**src/rtl/tmds_pkg.sv**
```systemverilog
// tmds_pkg: shared TMDS types, period states and fixed control/guard-band symbols.
package tmds_pkg;

    typedef logic [9:0] tmds_sym_t;

    typedef enum logic [1:0] {
        ST_CTRL,
        ST_PREAMBLE,
        ST_GUARD,
        ST_VIDEO
    } tmds_state_t;

    localparam tmds_sym_t TOK_00   = 10'b1101010100;
    localparam tmds_sym_t TOK_01   = 10'b0010101011;
    localparam tmds_sym_t TOK_10   = 10'b0101010100;
    localparam tmds_sym_t TOK_11   = 10'b1010101011;

    localparam tmds_sym_t GUARD_02 = 10'b1011001100;
    localparam tmds_sym_t GUARD_1  = 10'b0100110011;

endpackage

```
**src/rtl/tmds_channel_ctrl_token.sv**
```systemverilog
// tmds_ctl_token: maps the two control bits (C1,C0) to their 10-bit TMDS control token.
module tmds_ctl_token
    import tmds_pkg::*;
(
    input  logic [1:0] ctl_i,
    output tmds_sym_t  tok_o
);

    assign tok_o = ctl_i[1] ? (ctl_i[0] ? TOK_11 : TOK_10)
                            : (ctl_i[0] ? TOK_01 : TOK_00);

endmodule

```
**src/rtl/tmds_channel_ctrl.sv**
```systemverilog
// tmds_channel_ctrl: per-channel TMDS period sequencer driving encoder load/s_rst and the output mux.
// TMDS_GUARD_BAND_EN adds the HDMI preamble and leading guard band; without it the block runs in DVI mode.
module tmds_channel_ctrl
    import tmds_pkg::*;
#(
    parameter int CH_ID        = 0,
    parameter int MIN_CTRL     = 12,
    parameter int PREAMBLE_LEN = 8,
    parameter int GUARD_LEN    = 2
) (
    input  logic       clk,
    input  logic       n_rst,
    input  logic       vid_req,
    input  logic       pix_valid,
    input  logic [1:0] ctl,
    input  logic [9:0] enc_in,
    output logic       pix_ready,
    output logic       enc_load,
    output logic       enc_srst,
    output logic [9:0] tmds_out
);

    localparam int MAX_PG = (PREAMBLE_LEN > GUARD_LEN) ? PREAMBLE_LEN : GUARD_LEN;
    localparam int MAX_P  = (MIN_CTRL > MAX_PG) ? MIN_CTRL : MAX_PG;
    localparam int CNT_W  = $clog2(MAX_P + 1);
    localparam logic [CNT_W-1:0] MIN_C = CNT_W'(MIN_CTRL);
    localparam tmds_sym_t GUARD_SYM = (CH_ID == 1) ? GUARD_1 : GUARD_02;

    tmds_state_t      state_q, state_d;
    logic [CNT_W-1:0] ctrl_cnt_q, ctrl_cnt_d;
    tmds_sym_t        tmds_q, tmds_d, tok;

`ifdef TMDS_GUARD_BAND_EN
    localparam logic [CNT_W-1:0] PRE_LAST = CNT_W'(PREAMBLE_LEN - 1);
    localparam logic [CNT_W-1:0] GRD_LAST = CNT_W'(GUARD_LEN - 1);
    logic [CNT_W-1:0] ph_cnt_q, ph_cnt_d;
`endif

    tmds_ctl_token u_tok (
        .ctl_i (ctl),
        .tok_o (tok)
    );

    assign pix_ready = (state_q == ST_VIDEO);
    assign enc_load  = pix_valid & pix_ready;
    assign enc_srst  = ~pix_ready;
    assign tmds_out  = tmds_q;

    always_comb begin
        state_d    = state_q;
        ctrl_cnt_d = ctrl_cnt_q;
`ifdef TMDS_GUARD_BAND_EN
        ph_cnt_d   = ph_cnt_q;
`endif
        tmds_d     = (state_q == ST_GUARD) ? GUARD_SYM : tok;
        case (state_q)
            ST_CTRL: begin
                ctrl_cnt_d = (ctrl_cnt_q == MIN_C) ? MIN_C : ctrl_cnt_q + 1'b1;
                if (vid_req && ctrl_cnt_q == MIN_C) begin
`ifdef TMDS_GUARD_BAND_EN
                    state_d  = ST_PREAMBLE;
                    ph_cnt_d = '0;
`else
                    state_d  = ST_VIDEO;
`endif
                end
            end
`ifdef TMDS_GUARD_BAND_EN
            // vid_req is deliberately ignored here: a started preamble always completes
            ST_PREAMBLE: begin
                ph_cnt_d = (ph_cnt_q == PRE_LAST) ? '0 : ph_cnt_q + 1'b1;
                state_d  = (ph_cnt_q == PRE_LAST) ? ST_GUARD : ST_PREAMBLE;
            end
            ST_GUARD: begin
                ph_cnt_d = (ph_cnt_q == GRD_LAST) ? '0 : ph_cnt_q + 1'b1;
                state_d  = (ph_cnt_q == GRD_LAST) ? ST_VIDEO : ST_GUARD;
            end
`endif
            ST_VIDEO: begin
                if (pix_valid) begin
                    tmds_d = enc_in;
                end else begin
                    state_d    = ST_CTRL;
                    ctrl_cnt_d = CNT_W'(1);
                end
            end
            default: state_d = ST_CTRL;
        endcase
    end

    always_ff @(posedge clk or negedge n_rst) begin
        if (!n_rst) begin
            state_q    <= ST_CTRL;
            ctrl_cnt_q <= '0;
            tmds_q     <= TOK_00;
`ifdef TMDS_GUARD_BAND_EN
            ph_cnt_q   <= '0;
`endif
        end else begin
            state_q    <= state_d;
            ctrl_cnt_q <= ctrl_cnt_d;
            tmds_q     <= tmds_d;
`ifdef TMDS_GUARD_BAND_EN
            ph_cnt_q   <= ph_cnt_d;
`endif
        end
    end

endmodule

```
**config.mk**
```make
export PLATFORM = sky130hd
export DESIGN_NAME = tmds_channel_ctrl
export DESIGN_NICKNAME = d
export VERILOG_FILES = /design/src/rtl/tmds_pkg.sv /design/src/rtl/tmds_channel_ctrl_token.sv /design/src/rtl/tmds_channel_ctrl.sv
export SDC_FILE = /design/constraint.sdc
export NUM_CORES = 1
export LEC_CHECK = 0
export ABC_AREA = 0
export CAP_MARGIN = 15
export CORE_MARGIN = 5
export CORE_UTILIZATION = 43
export CTS_CLUSTER_SIZE = 20
export DETAILED_ROUTE_END_ITERATION = 8
export PLACE_DENSITY_LB_ADDON = 0.05
export SYNTH_ARGS = -nofsm -noshare
export SYNTH_HDL_FRONTEND = slang
export SYNTH_SLANG_ARGS = --single-unit
```
**constraint.sdc**
```tcl
create_clock -name clk -period 2 [get_ports clk]
set_input_delay 0.4 -clock clk [delete_from_list [all_inputs] [get_ports clk]]
set_output_delay 0.4 -clock clk [all_outputs]
set_load 0.02 [all_outputs]
```
# Yosys cells after proc, flatten, opt, wreduce, memory -nomap -nowiden
# Cells that the tools add are included.
[word_totals]
register_bits = 16
latch_bits = 0
mem_bits_rw = 0
romBits = 0
inputBits = 16
output_inout_bits = 13
wordCells = 28
n_memories = 0
[classes]
addsub = 1
multipliers = 0
div_mod_pow = 0
n_lt_le_gt_ge = 0
n_eq_ne = 5
shifts = 0
muxes = 12
bitwise_logic = 2
reduce_logical = 5
[ops]
columns = ["cell", "n"]
rows = [
  ["two-way mux 10 bit", 6],
  ["two-way mux 4 bit", 2],
  ["case mux 4 bit (2 select lines)", 1],
  ["adder 4 x 1 -> 4 bit (second input constant)", 1],
  ["== test 2 bit (second input constant)", 2],
  ["== test 4 bit (second input constant)", 1],
  ["two-way mux 2 bit", 2],
  ["!= test 2 bit (second input constant)", 2],
  ["case mux 2 bit (2 select lines)", 1],
  ["AND reduction 2 bit", 2],
  ["zero test 2 bit", 1],
  ["nonzero test 2 bit", 1],
  ["AND 1 bit", 1],
  ["logical AND 1 bit", 1],
  ["NOT 1 bit", 1],
]

# Longest topological paths before layout
[depth]
ltp_word = 5
mapped_depth = 5
depth_no_buf = 5

# Cells and area by module
# Synthesis repeated with hierarchy kept, for this count alone.
[unflattened]
hier_cells = 60
hier_area_um2 = 785.8
[modules_own_cells]
columns = ["module", "instances", "cells_per_inst", "area_each_um2", "seq_area_each_um2"]
rows = [
  ["tmds_channel_ctrl", 1, 50, 713.2, 381.6],
  ["tmds_ctl_token", 1, 10, 72.6, 0.0],
]

# Least setup slack after synthesis
# OpenSTA, ideal clock, no wires.
[synth_timing]
path_type = "register to output"
from = "reg state_q[0]"
to = "out enc_load"
t_arrival_ns = 0.966
required_ns = 1.600
path_slack_ns = 0.634
stages_incl_launch_ff = 4
n_path_buf = 2
cell_sequence = "dfrtp_1 and2_4 buf_12 buf_12"
[synth_between]
elab_chain_len = 2
[synth_lines]
columns = ["item", "line", "text"]
rows = [
  ["start: declaration", "tmds_channel_ctrl.sv:29", "tmds_state_t state_q, state_d;"],
  ["start signal: assignment", "tmds_channel_ctrl.sv:100", "state_q <= state_d;"],
  ["== test 2 bit", "tmds_channel_ctrl.sv:44", "assign pix_ready = (state_q == ST_VIDEO);"],
  ["AND 1 bit", "tmds_channel_ctrl.sv:45", "assign enc_load = pix_valid & pix_ready;"],
  ["end: declaration", "tmds_channel_ctrl.sv:18", "output logic enc_load,"],
]
# Every way passes these cells.

# Final worst setup path
[layout_timing]
from = "reg state_q[0]"
to = "out enc_srst"
[layout_between]
elab_chain_len = 2
[layout_lines]
columns = ["item", "line", "text"]
rows = [
  ["== test 2 bit", "tmds_channel_ctrl.sv:44", ""],
  ["NOT 1 bit", "tmds_channel_ctrl.sv:46", "assign enc_srst = ~pix_ready;"],
  ["end: declaration", "tmds_channel_ctrl.sv:19", "output logic enc_srst,"],
]
# Every way passes these cells.

==> results.md <==
- Slowest cell on the critical path: clkdlybuf4s50_1
- Placed wire-length estimate: about 1.1 mm
- CP max stage delay: slightly above 0.6 ns
- Fmax: between 500 and 600 MHz
- H-tree depth: 1
- Leakage power: approximately 0.00047 uW
- WHS: between 0.4 and 0.5 ns
- Syn Area/Cell: between 10 and 15 sq um
- Max IR drop VDD: roughly 0.59 mV
- DRT Pass-1 Iters: 2
- Vias per Instance: just under 5
- Synth Instances: 52
- Crit Path Max Fanout: 4
- Die area: approximately 2500 sq um
- Actual slew at the worst max-slew pin: 0.221 ns
- Cell Rows: 14
- Die width: 50.0 um
- Area grow syn2layout: 45.8%
- Layout net count: around 110
- FF+latch area: approximately 380 sq um
- CP required: ~1.6 ns
- Vias: 504
- Worst R2R Start: state_q[0]$_DFFE_PN0P_
- Clk Latency, worst-skew pair: 0.28 ns
- Flop2flop setup slack: roughly 0.80 ns
- Num CTS Buffers: 3
- MaxCap Viol Count: 0
- Final setup violation count: 0
- Status: completed
- Worst-path clk slew: about 0.08 ns
- Max Slew Vio Count: 0
- Cell variety after synth: 23
- Routed Antenna Nets: 0
- Tmin final: between 1.5 and 2 ns
- Die extent in y: between 50 and 60 um
- Sequential fraction of design power: 41.5%
- Port Buf Inserts: 28
- Setup Buffers After CTS: 0
- Vias in the first global route: between 500 and 600
- Dpl ws: -0.0300 ns
- Final Hold Fails: 0
- Clock skew: about 0.0017 ns
- Initial DRC Count: 5
- CTS tree: done
- Core ar.: about 1500 sq um
- Post-Synthesis Net Count: 70
- Comb pwr share: between 40 and 50%
- Multi-input gate area: roughly 250 sq um
- GRT Residual Overflow: 0
- Avg WL per Cell: around 13 um
- Worst min path class: input pin to asynchronous set/reset pin
- Worst Setup Slack, final: 0.152 ns
- Clock Path Buffers: 2
- Largest net degree at the start of global routing: 16
- Fraction of layout cells with a size suffix above 1: between 20% and 30%
- Placed Area: about 980 sq um
- Psw: around 370 uW
- R2R Path End: ctrl_cnt_q[3]$_DFFE_PN0N_
- Switching share of power: 33.6%
- Gr usage total: about 13%
- Delay-heaviest family, CP: buffers and inverters
- Gpl congestion: approximately 0.87
- CP bufs+invs: 2
- Root buffer cell: clkbuf_4
- Post-Synthesis Cell Area: just under 700 sq um
- Path depth of the worst reg2reg path: 4
- Internal power: between 700 and 800 uW
- Critical Path AT: 1.45 ns
- Initial antenna violation count: 0
- Ys Warns: 0
- Residual DRC: 0
- Final instance area: between 1000 and 1500 sq um
- Crit. Startpoint: state_q[0]$_DFFE_PN0P_
- Fill count: about 130
- Clock power share: between 10% and 20%
- CP endpoint kind: primary output
- PwrDens: roughly 1100 nW/um^2
- Post-synthesis sequential area ratio: about 55%
- Final period util: between 90% and 100%
- Initial core utilization: a little under half
- Inserted Diodes: 0
- CP startpoint kind: register
- CP cell instances: inv_1 > clkdlybuf4s50_1
- Drt total wl: about 1.3 mm
- WS Path Type: register to primary output
- Number of synthesized register bits: 15
- CTS sink cnt: 15
- Slew Limit Headroom: between 80 and 90%
- I/O pin cnt: 29
- Unrepaired setup endpoints after global routing: false
- First-pass GRT wire length: around 2.4 mm
-- sequential cells by signal, summed over array words and instances, names as in the netlist --
register,count
state_q,1
ctrl_cnt_q,4
tmds_out,10
-- area by class of cell --
cell class | instances | share of cell area, %
clock buffer | 4 | 2.62
inverter | 4 | 1.50
tap | 16 | 2.00
multi-input combinational | 31 | 25.1
timing repair buffer | 32 | 30.8
sequential | 15 | 38.0
-- cells by family after synthesis --
| family | synth area share (%) |
|---|---|
| adders and majority gates | 3.64 |
| buffers and inverters | 8.00 |
| AOI/OAI and AO/OA | 19.6 |
| xor gates and xnor gates | 1.27 |
| DFF | 55.5 |
| and+or+nand+nor | 12.0 |
-- through the flow --
step | cells | util, % | TNS (ns) | total power, uW
floorplan | 52 | - | 0 | 769
global placement | 98 | 65.0 | -0.0343 | 934
detailed placement | 98 | 65.0 | -0.0300 | 941
CTS | 102 | 66.6 | 0 | 1120
global route | 102 | 66.6 | 0 | 1190
finish | 102 | 66.6 | 0 | 1100
-- how the worst max path moves through the flow --
stage,end,slack [ns],cells past startpoint
finish,enc_srst,0.15,2
global route,enc_srst,0.1,2
CTS,enc_srst,0.13,2
detailed placement,enc_load,-0.03,3
global placement,enc_load,-0.03,3
floorplan,enc_load,0.63,3
-- Yosys cell counts, drive strengths merged --
cell type | count | area (sq um)
and2b | 1 | 8.76
a31oi | 2 | 12.5
nand2 | 3 | 13.8
dfstp | 5 | 131
ha | 2 | 25.0
nor2b | 1 | 13.8
o21bai | 1 | 18.8
o21ai | 2 | 13.8
xor2 | 1 | 8.76
and2 | 1 | 8.76
dfrtp | 10 | 250
buf | 2 | 40.0
nor2 | 1 | 6.26
and4b | 1 | 13.8
nand3b | 1 | 7.51
a21o | 9 | 67.6
a21oi | 1 | 5.00
inv | 4 | 15.0
o221a | 1 | 11.3
o22ai | 1 | 6.26
nand3 | 2 | 10.0
-- metal layers --
layer	part of all wire (%)	global-route usage, %	up-vias
met2	51	21.3	14
li1	-	-	246
met4	1.8	6.55	0
met1	40	13.9	242
met3	6.8	3.61	2
met5	0	0	-
-- power by group through the flow --
stage	clock network, uW	logic [uW]	registers (uW)
3_3_place_gp	0	474	460
6_report	168	472	455
5_1_grt	200	519	469
2_1_floorplan	0	258	510
3_5_place_dp	0	480	461
4_1_cts	179	481	456
-- cells in the final DEF (no fill, tap or decap) --
cell type	n
nand2_2	1
buf_4	4
inv_1	4
and2_4	1
nand2_1	2
dfrtp_1	10
o22ai_1	1
xor2_1	1
nand3b_1	1
and2b_2	1
o21ai_2	1
o221a_2	1
ha_1	2
clkdlybuf4s50_1	27
and4b_4	1
a21o_1	9
o21bai_4	1
o21ai_0	1
a31oi_1	2
clkbuf_4	3
dlygate4sd2_1	1
nor2b_4	1
nand3_1	2
clkbuf_1	1
nor2_2	1
a21oi_1	1
dfstp_2	5
-- timing repair --
| item | CTS | global route |
|---|---|---|
| setup endpoints to repair | 1 | 0 |
| hold buffers | 0 | 0 |
| resized for setup | 1 | 0 |
No activity file was read; power rests on OpenSTA's default activity.
